===== src/rtl/alu_ctrl_pkg.sv =====
// Shared types and sizing for the ALU sequencer: state encoding, datapath and register-file widths.
package alu_ctrl_pkg;

  localparam int unsigned W    = 4;
  localparam int unsigned NREG = 4;
  localparam int unsigned AW   = $clog2(NREG);
  localparam int unsigned OPW  = 4;
  localparam int unsigned FW   = 4;

  typedef enum logic [1:0] {
    INACTIVO,
    LEER,
    EJECUTAR,
    ESCRIBIR
  } estado_t;

endpackage


===== src/rtl/alu_controlador_if.sv =====
// Command handshake bus between the instruction source (master) and the sequencer (slave).
interface alu_controlador_if;
  import alu_ctrl_pkg::*;

  logic           iValido;
  logic           oListo;
  logic [OPW-1:0] ivOpcode;
  logic [AW-1:0]  ivDestino;
  logic [AW-1:0]  ivFuenteA;
  logic [AW-1:0]  ivFuenteB;
  logic           iSelInm;
  logic [W-1:0]   ivInmediato;

  modport master (
    output iValido, ivOpcode, ivDestino, ivFuenteA, ivFuenteB, iSelInm, ivInmediato,
    input  oListo
  );

  modport slave (
    input  iValido, ivOpcode, ivDestino, ivFuenteA, ivFuenteB, iSelInm, ivInmediato,
    output oListo
  );

endinterface


===== src/rtl/alu_ctrl_banco.sv =====
// Register file: two asynchronous read ports, one write port shared by write-back and host preload.
module alu_ctrl_banco
  import alu_ctrl_pkg::*;
(
  input  logic          clk,
  input  logic          rst_n,
  input  logic [AW-1:0] rd_dir_a,
  input  logic [AW-1:0] rd_dir_b,
  output logic [W-1:0]  rd_dato_a,
  output logic [W-1:0]  rd_dato_b,
  input  logic          wb_we,
  input  logic [AW-1:0] wb_dir,
  input  logic [W-1:0]  wb_dato,
  input  logic          host_we,
  input  logic [AW-1:0] host_dir,
  input  logic [W-1:0]  host_dato
);

  logic [W-1:0] regs_q [NREG];
  logic [W-1:0] regs_d [NREG];

  // Write-back wins; the sequencer only opens the host port while idle.
  always_comb begin
    regs_d = regs_q;
    if (wb_we) begin
      regs_d[wb_dir] = wb_dato;
    end else if (host_we) begin
      regs_d[host_dir] = host_dato;
    end
  end

  always_ff @(posedge clk or negedge rst_n) begin
    if (!rst_n) begin
      for (int unsigned i = 0; i < NREG; i++) begin
        regs_q[i] <= '0;
      end
    end else begin
      regs_q <= regs_d;
    end
  end

  assign rd_dato_a = regs_q[rd_dir_a];
  assign rd_dato_b = regs_q[rd_dir_b];

endmodule


===== src/rtl/alu_controlador.sv =====
// Four-phase sequencer driving an external ALU from a small register file.
// Optional immediate B operand enabled by defining ALU_CTRL_IMM_EN.
module alu_controlador
  import alu_ctrl_pkg::*;
(
  input  logic             iClk,
  input  logic             iRst_n,
  alu_controlador_if.slave cmd,
  input  logic             iEscribir,
  input  logic [AW-1:0]    ivDirEscritura,
  input  logic [W-1:0]     ivDatoEscritura,
  output logic [OPW-1:0]   ovInstruccion,
  output logic [W-1:0]     ovRegistroA,
  output logic [W-1:0]     ovRegistroB,
  input  logic [W-1:0]     ivResultado,
  input  logic [FW-1:0]    ivFlags,
  output logic [W-1:0]     ovResultado,
  output logic [FW-1:0]    ovFlags,
  output logic             oHecho,
  output logic             oOcupadoErr
);

  estado_t        estado_q, estado_d;
  logic [OPW-1:0] op_q, op_d;
  logic [AW-1:0]  dest_q, dest_d;
  logic [AW-1:0]  fa_q, fa_d;
  logic [AW-1:0]  fb_q, fb_d;
  logic           sel_inm_q, sel_inm_d;
  logic [W-1:0]   inm_q, inm_d;
  logic [OPW-1:0] instr_q, instr_d;
  logic [W-1:0]   a_q, a_d;
  logic [W-1:0]   b_q, b_d;
  logic [W-1:0]   res_hold_q, res_hold_d;
  logic [FW-1:0]  flags_hold_q, flags_hold_d;
  logic [W-1:0]   res_q, res_d;
  logic [FW-1:0]  flags_q, flags_d;
  logic           hecho_q, hecho_d;
  logic           err_q, err_d;
  logic           listo_q, listo_d;

  logic           host_we, wb_we, usa_inm;
  logic [W-1:0]   rd_a, rd_b;

`ifdef ALU_CTRL_IMM_EN
  assign usa_inm = sel_inm_q;
`else
  logic unused_inm;
  assign usa_inm    = 1'b0;
  assign unused_inm = ^{sel_inm_q, inm_q};
`endif

  alu_ctrl_banco u_banco (
    .clk       (iClk),
    .rst_n     (iRst_n),
    .rd_dir_a  (fa_q),
    .rd_dir_b  (fb_q),
    .rd_dato_a (rd_a),
    .rd_dato_b (rd_b),
    .wb_we     (wb_we),
    .wb_dir    (dest_q),
    .wb_dato   (res_hold_q),
    .host_we   (host_we),
    .host_dir  (ivDirEscritura),
    .host_dato (ivDatoEscritura)
  );

  always_comb begin
    estado_d     = estado_q;
    op_d         = op_q;
    dest_d       = dest_q;
    fa_d         = fa_q;
    fb_d         = fb_q;
    sel_inm_d    = sel_inm_q;
    inm_d        = inm_q;
    instr_d      = instr_q;
    a_d          = a_q;
    b_d          = b_q;
    res_hold_d   = res_hold_q;
    flags_hold_d = flags_hold_q;
    res_d        = res_q;
    flags_d      = flags_q;
    hecho_d      = 1'b0;
    err_d        = 1'b0;
    host_we      = 1'b0;
    wb_we        = 1'b0;

    case (estado_q)
      INACTIVO: begin
        // A host write on the accept edge lands before LEER reads the file.
        host_we = iEscribir;
        if (cmd.iValido) begin
          op_d      = cmd.ivOpcode;
          dest_d    = cmd.ivDestino;
          fa_d      = cmd.ivFuenteA;
          fb_d      = cmd.ivFuenteB;
          sel_inm_d = cmd.iSelInm;
          inm_d     = cmd.ivInmediato;
          estado_d  = LEER;
        end
      end
      LEER: begin
        instr_d  = op_q;
        a_d      = rd_a;
        b_d      = usa_inm ? inm_q : rd_b;
        estado_d = EJECUTAR;
      end
      EJECUTAR: begin
        res_hold_d   = ivResultado;
        flags_hold_d = ivFlags;
        estado_d     = ESCRIBIR;
      end
      ESCRIBIR: begin
        wb_we    = 1'b1;
        res_d    = res_hold_q;
        flags_d  = flags_hold_q;
        hecho_d  = 1'b1;
        estado_d = INACTIVO;
      end
      default: estado_d = INACTIVO;
    endcase

    if (estado_q != INACTIVO) begin
      err_d = iEscribir;
    end
    listo_d = (estado_d == INACTIVO);
  end

  always_ff @(posedge iClk or negedge iRst_n) begin
    if (!iRst_n) begin
      estado_q     <= INACTIVO;
      op_q         <= '0;
      dest_q       <= '0;
      fa_q         <= '0;
      fb_q         <= '0;
      sel_inm_q    <= 1'b0;
      inm_q        <= '0;
      instr_q      <= '0;
      a_q          <= '0;
      b_q          <= '0;
      res_hold_q   <= '0;
      flags_hold_q <= '0;
      res_q        <= '0;
      flags_q      <= '0;
      hecho_q      <= 1'b0;
      err_q        <= 1'b0;
      listo_q      <= 1'b1;
    end else begin
      estado_q     <= estado_d;
      op_q         <= op_d;
      dest_q       <= dest_d;
      fa_q         <= fa_d;
      fb_q         <= fb_d;
      sel_inm_q    <= sel_inm_d;
      inm_q        <= inm_d;
      instr_q      <= instr_d;
      a_q          <= a_d;
      b_q          <= b_d;
      res_hold_q   <= res_hold_d;
      flags_hold_q <= flags_hold_d;
      res_q        <= res_d;
      flags_q      <= flags_d;
      hecho_q      <= hecho_d;
      err_q        <= err_d;
      listo_q      <= listo_d;
    end
  end

  assign cmd.oListo    = listo_q;
  assign ovInstruccion = instr_q;
  assign ovRegistroA   = a_q;
  assign ovRegistroB   = b_q;
  assign ovResultado   = res_q;
  assign ovFlags       = flags_q;
  assign oHecho        = hecho_q;
  assign oOcupadoErr   = err_q;

endmodule


===== src/flat_wrapper.sv =====
// flat-port wrapper written by rule: the top's interface ports become plain ports
module alu_controlador_flat import alu_ctrl_pkg::*;
  (iClk, iRst_n, iEscribir, ivDirEscritura, ivDatoEscritura, ovInstruccion, ovRegistroA, ovRegistroB, ivResultado, ivFlags, ovResultado, ovFlags, oHecho, oOcupadoErr, cmd_iValido, cmd_ivOpcode, cmd_ivDestino, cmd_ivFuenteA, cmd_ivFuenteB, cmd_iSelInm, cmd_ivInmediato, cmd_oListo);
  alu_controlador_if cmd_i ();
  input  logic iClk;
  input  logic iRst_n;
  input  logic iEscribir;
  input  logic [AW-1:0] ivDirEscritura;
  input  logic [W-1:0] ivDatoEscritura;
  output logic [OPW-1:0] ovInstruccion;
  output logic [W-1:0] ovRegistroA;
  output logic [W-1:0] ovRegistroB;
  input  logic [W-1:0] ivResultado;
  input  logic [FW-1:0] ivFlags;
  output logic [W-1:0] ovResultado;
  output logic [FW-1:0] ovFlags;
  output logic oHecho;
  output logic oOcupadoErr;
  input wire logic [$bits(cmd_i.iValido)-1:0] cmd_iValido;
  input wire logic [$bits(cmd_i.ivOpcode)-1:0] cmd_ivOpcode;
  input wire logic [$bits(cmd_i.ivDestino)-1:0] cmd_ivDestino;
  input wire logic [$bits(cmd_i.ivFuenteA)-1:0] cmd_ivFuenteA;
  input wire logic [$bits(cmd_i.ivFuenteB)-1:0] cmd_ivFuenteB;
  input wire logic [$bits(cmd_i.iSelInm)-1:0] cmd_iSelInm;
  input wire logic [$bits(cmd_i.ivInmediato)-1:0] cmd_ivInmediato;
  output wire logic [$bits(cmd_i.oListo)-1:0] cmd_oListo;
  assign cmd_i.iValido = cmd_iValido;
  assign cmd_i.ivOpcode = cmd_ivOpcode;
  assign cmd_i.ivDestino = cmd_ivDestino;
  assign cmd_i.ivFuenteA = cmd_ivFuenteA;
  assign cmd_i.ivFuenteB = cmd_ivFuenteB;
  assign cmd_i.iSelInm = cmd_iSelInm;
  assign cmd_i.ivInmediato = cmd_ivInmediato;
  assign cmd_oListo = cmd_i.oListo;
  alu_controlador u_core (.iClk(iClk), .iRst_n(iRst_n), .cmd(cmd_i), .iEscribir(iEscribir), .ivDirEscritura(ivDirEscritura), .ivDatoEscritura(ivDatoEscritura), .ovInstruccion(ovInstruccion), .ovRegistroA(ovRegistroA), .ovRegistroB(ovRegistroB), .ivResultado(ivResultado), .ivFlags(ivFlags), .ovResultado(ovResultado), .ovFlags(ovFlags), .oHecho(oHecho), .oOcupadoErr(oOcupadoErr));
endmodule

===== config.mk =====
export PLATFORM = sky130hd
export DESIGN_NAME = alu_controlador_flat
export DESIGN_NICKNAME = d
export VERILOG_FILES = /design/src/rtl/alu_ctrl_pkg.sv /design/src/rtl/alu_controlador_if.sv /design/src/rtl/alu_ctrl_banco.sv /design/src/rtl/alu_controlador.sv /design/src/flat_wrapper.sv
export SDC_FILE = /design/constraint.sdc
export NUM_CORES = 1
export LEC_CHECK = 0
export CORE_MARGIN = 1.5
export CORE_UTILIZATION = 51
export DETAILED_ROUTE_END_ITERATION = 12
export PLACE_DENSITY = 0.79
export SLEW_MARGIN = 40
export SYNTH_ARGS = -nofsm -noshare
export SYNTH_HDL_FRONTEND = slang
export SYNTH_SLANG_ARGS = --single-unit

===== constraint.sdc =====
create_clock -name iClk -period 1.7 [get_ports iClk]
set_input_delay 0.34 -clock iClk [delete_from_list [all_inputs] [get_ports iClk]]
set_output_delay 0.34 -clock iClk [all_outputs]
set_load 0.1 [all_outputs]

==> metrics.md <==
| Metric | Value |
|---|---|
| RePlAce Congestion | `0.8125` |
| Critical path launch point type | `flop` |
| Net count, final | `311` |
| Clk slew on worst S/H paths | `0.07 ns` |
| Hold Fails Final Rpt | `2` |
| Total CTS buffers | `9` |
| Initial antenna violation count | `0` |
| Mapped Cells | `207` |
| Dpl cell area | `0.003641 mm^2` |
| Die width | `76.25 um` |
| Synth Area in XOR/XNOR | `0` |
| PortBufs | `50` |
| Rel. slew slack | `0.7160` |
| Clk buf depth | `2` |
| EDFF count, synth | `0` |
| Main combinational cell family by area after synthesis | `multiplexers` |
| Count leader, synth | `dfrtp_1` |
| Mux contribution to synthesized area | `0.1856` |
| Max Cap Violations | `0` |
| Ys flop type | `dfrtp_1` |
| Worst skew pair latency | `0.33 ns` |
| Compound-Gate Fraction of Synth Area | `0.1006` |
| FMAX | `618.0 MHz` |
| 1st-pass router iterations | `4` |
| Remaining antenna violation count | `0` |
| WP data required | `1.92 ns` |
| Placed Cells | `332` |
| Clock Sinks | `59` |
| Avg Vias per Cell | `5.513` |
| Clock root cell | `clkbuf_8` |
| Largest net degree at the start of global routing | `60` |
| CTS tree | `built` |
| Setup_tns | `0 ns` |
| Post-Route Utilization | `0.7653` |
| Most common library cells after synthesis | `dfrtp_1 (58), mux2_2 (38), a221o_1 (16)` |
| Antenna cells | `0` |
| FF+latch count, synth | `59` |
| Critical Path AT | `1.83 ns` |
| Sequential area share after synthesis | `0.5400` |
| Max Clock Skew | `0.005210 ns` |
| Detail Placement HPWL | `3914 um` |
| Status | `finished, violations left` |
| H-tree Lvls | `3` |
| DRT iter0 DRCs | `94` |
| Final min period | `1.618 ns` |
| Biggest area consumer among synthesized cells | `dfrtp_1` |
| Ranking of synthesized cells by area | `dfrtp_1 (53%), mux2_2 (16%), a221o_1 (5.9%)` |
| Total gr overflow | `0` |
| First-pass GRT wire length | `9694 um` |
| CP top delay family | `compound AO/OA/AOI/OAI gates` |
| Worst Tran Pin Value | `0.4259 ns` |
| Via count | `1913` |
| All-Layer GR Usage | `0.2144` |
| Netlist cell types | `29` |
| Cell area after layout | `0.003934 mm^2` |
| Cells along the critical path | `ha_2, buf_4, and3b_2, a21oi_2, a221o_1` |
| Min-delay worst type | `input pin to asynchronous set/reset pin` |
| Crit path max-delay cell type | `dfrtp_1` |
| # IOs | `56` |
| DRC Markers | `0` |
| Slowest stage delay, CP | `0.38 ns` |
| Die ar. | `0.005814 mm^2` |
| Post-synth top area share | `0.5304` |
| WS Path Type | `flop to flop` |
| Adder-cell share of the synthesized area | `0.02286` |
| Post-Syn Area | `0.002736 mm^2` |
| Share of cells above drive strength 1 | `0.3827` |
| # Post-CTS Setup Buffers | `0` |
| Failing checks | `negative hold slack` |
| Area share of and/or/nand/nor cells after synthesis | `0.1157` |
| DIE HEIGHT | `76.25 um` |
| Async set-reset flop share out of synthesis | `1.000` |
| Vias in the first global route | `2032` |
| Fin. max-slew vios | `0` |
| Setup crit end kind | `flop` |
| Worst Hold Slack | `-0.003414 ns` |
| Tcrit/Tclk final | `0.9519` |
| Initial cell density of the core | `0.5324` |
| Synth Warn # | `0` |
| Area of the core | `0.005140 mm^2` |
| # rows | `26` |
| Setup Viol. Count Final | `0` |
| CP bufs+invs | `1` |
| Syn_area_per_cell | `13.22 um^2` |
| Mapped Nets | `245` |
| WL final | `5550 um` |
| Fin cells | `347` |
| Routed WL per cell | `15.99 um` |
| Area Growth Syn to Fin | `43.76%` |
| RSZ-0062 raised after global routing | `yes` |
| Crit path max fanout | `12` |
==> cells in the final DEF (no fill, tap or decap), types with 5 or more instances in the layout <==
| cell type | n |
|---|---|
| buf_12 | 26 |
| nor2_1 | 9 |
| buf_4 | 11 |
| inv_1 | 12 |
| nor4b_1 | 5 |
| nand2_1 | 11 |
| a221o_1 | 16 |
| mux2_2 | 38 |
| clkbuf_8 | 10 |
| mux2i_1 | 8 |
| dfrtp_1 | 58 |
| clkdlybuf4s50_1 | 26 |
| o221ai_1 | 8 |
==> routing by layer <==
| layer | global-route usage | vias to the layer above | part of all wire |
|---|---|---|---|
| met4 | 0.1259 | 0 | 0.026 |
| li1 | - | 909 | - |
| met1 | 0.2538 | 927 | 0.41 |
| met3 | 0.06467 | 16 | 0.066 |
| met2 | 0.3455 | 61 | 0.50 |
| met5 | 0 | - | 0 |
==> final timing paths <==
check,start,to,slack [ns],depth (start not counted)
worst min-delay path,iRst_n,u_core.u_banco.regs_q[12],-0.003,2
min in group iClk,u_core.flags_hold_q[0],u_core.flags_hold_q[0],0.51,1
max in group asynchronous,iRst_n,u_core.cmd.oListo,1.40,2
worst max register to register,u_core.estado_q[0],u_core.u_banco.regs_q[9],0.08,5
worst max-delay path,u_core.estado_q[0],u_core.u_banco.regs_q[9],0.08,5
worst min register to register,u_core.flags_hold_q[0],u_core.flags_hold_q[0],0.51,1
==> through the flow <==
stage	hold slack, ns	setup slack [ns]
2_1_floorplan	0.04441	0.1642
3_3_place_gp	0.3629	-0.05110
3_5_place_dp	0.3664	-0.09021
4_1_cts	0.001258	0.03409
5_1_grt	0.02551	-0.02443
6_report	-0.003414	0.08180
==> what timing repair did <==
action | CTS | global route
endpoints found under the setup margin | 4 | 11
gates resized for setup | 1 | 5
hold buffers | 0 | 0
==> registers in the layout (all words and copies together) (netlist names) <==
name / count
u_core.cmd.oListo: 1
u_core.dest_q: 2
u_core.estado_q: 2
u_core.fa_q: 2
u_core.fb_q: 2
u_core.flags_hold_q: 4
u_core.oHecho: 1
u_core.oOcupadoErr: 1
u_core.op_q: 4
u_core.ovFlags: 4
u_core.ovInstruccion: 4
u_core.ovRegistroA: 4
u_core.ovRegistroB: 4
u_core.ovResultado: 4
u_core.res_hold_q: 4
u_core.u_banco.regs_q: 16
==> final cells by class <==
type	instances	area (um^2)
Clock buffer	10	137.6
Sequential cell	59	1478
Clock inverter	5	125.1
Multi-Input combinational cell	127	1192
Inverter	12	45.04
Timing Repair Buffer	64	868.3
Tap cell	70	87.58
Fill cell	339	1206
==> logic make-up after synthesis <==
| kind of cell | Yosys count |
|---|---|
| flops | 59 |
| mux | 46 |
| simple gates | 46 |
| compound gates | 30 |
| buf+inv | 21 |
| fa+ha+maj | 5 |
Power is not shown: default switching activity piles up to over one toggle a cycle in this logic, so the estimate is an artifact.
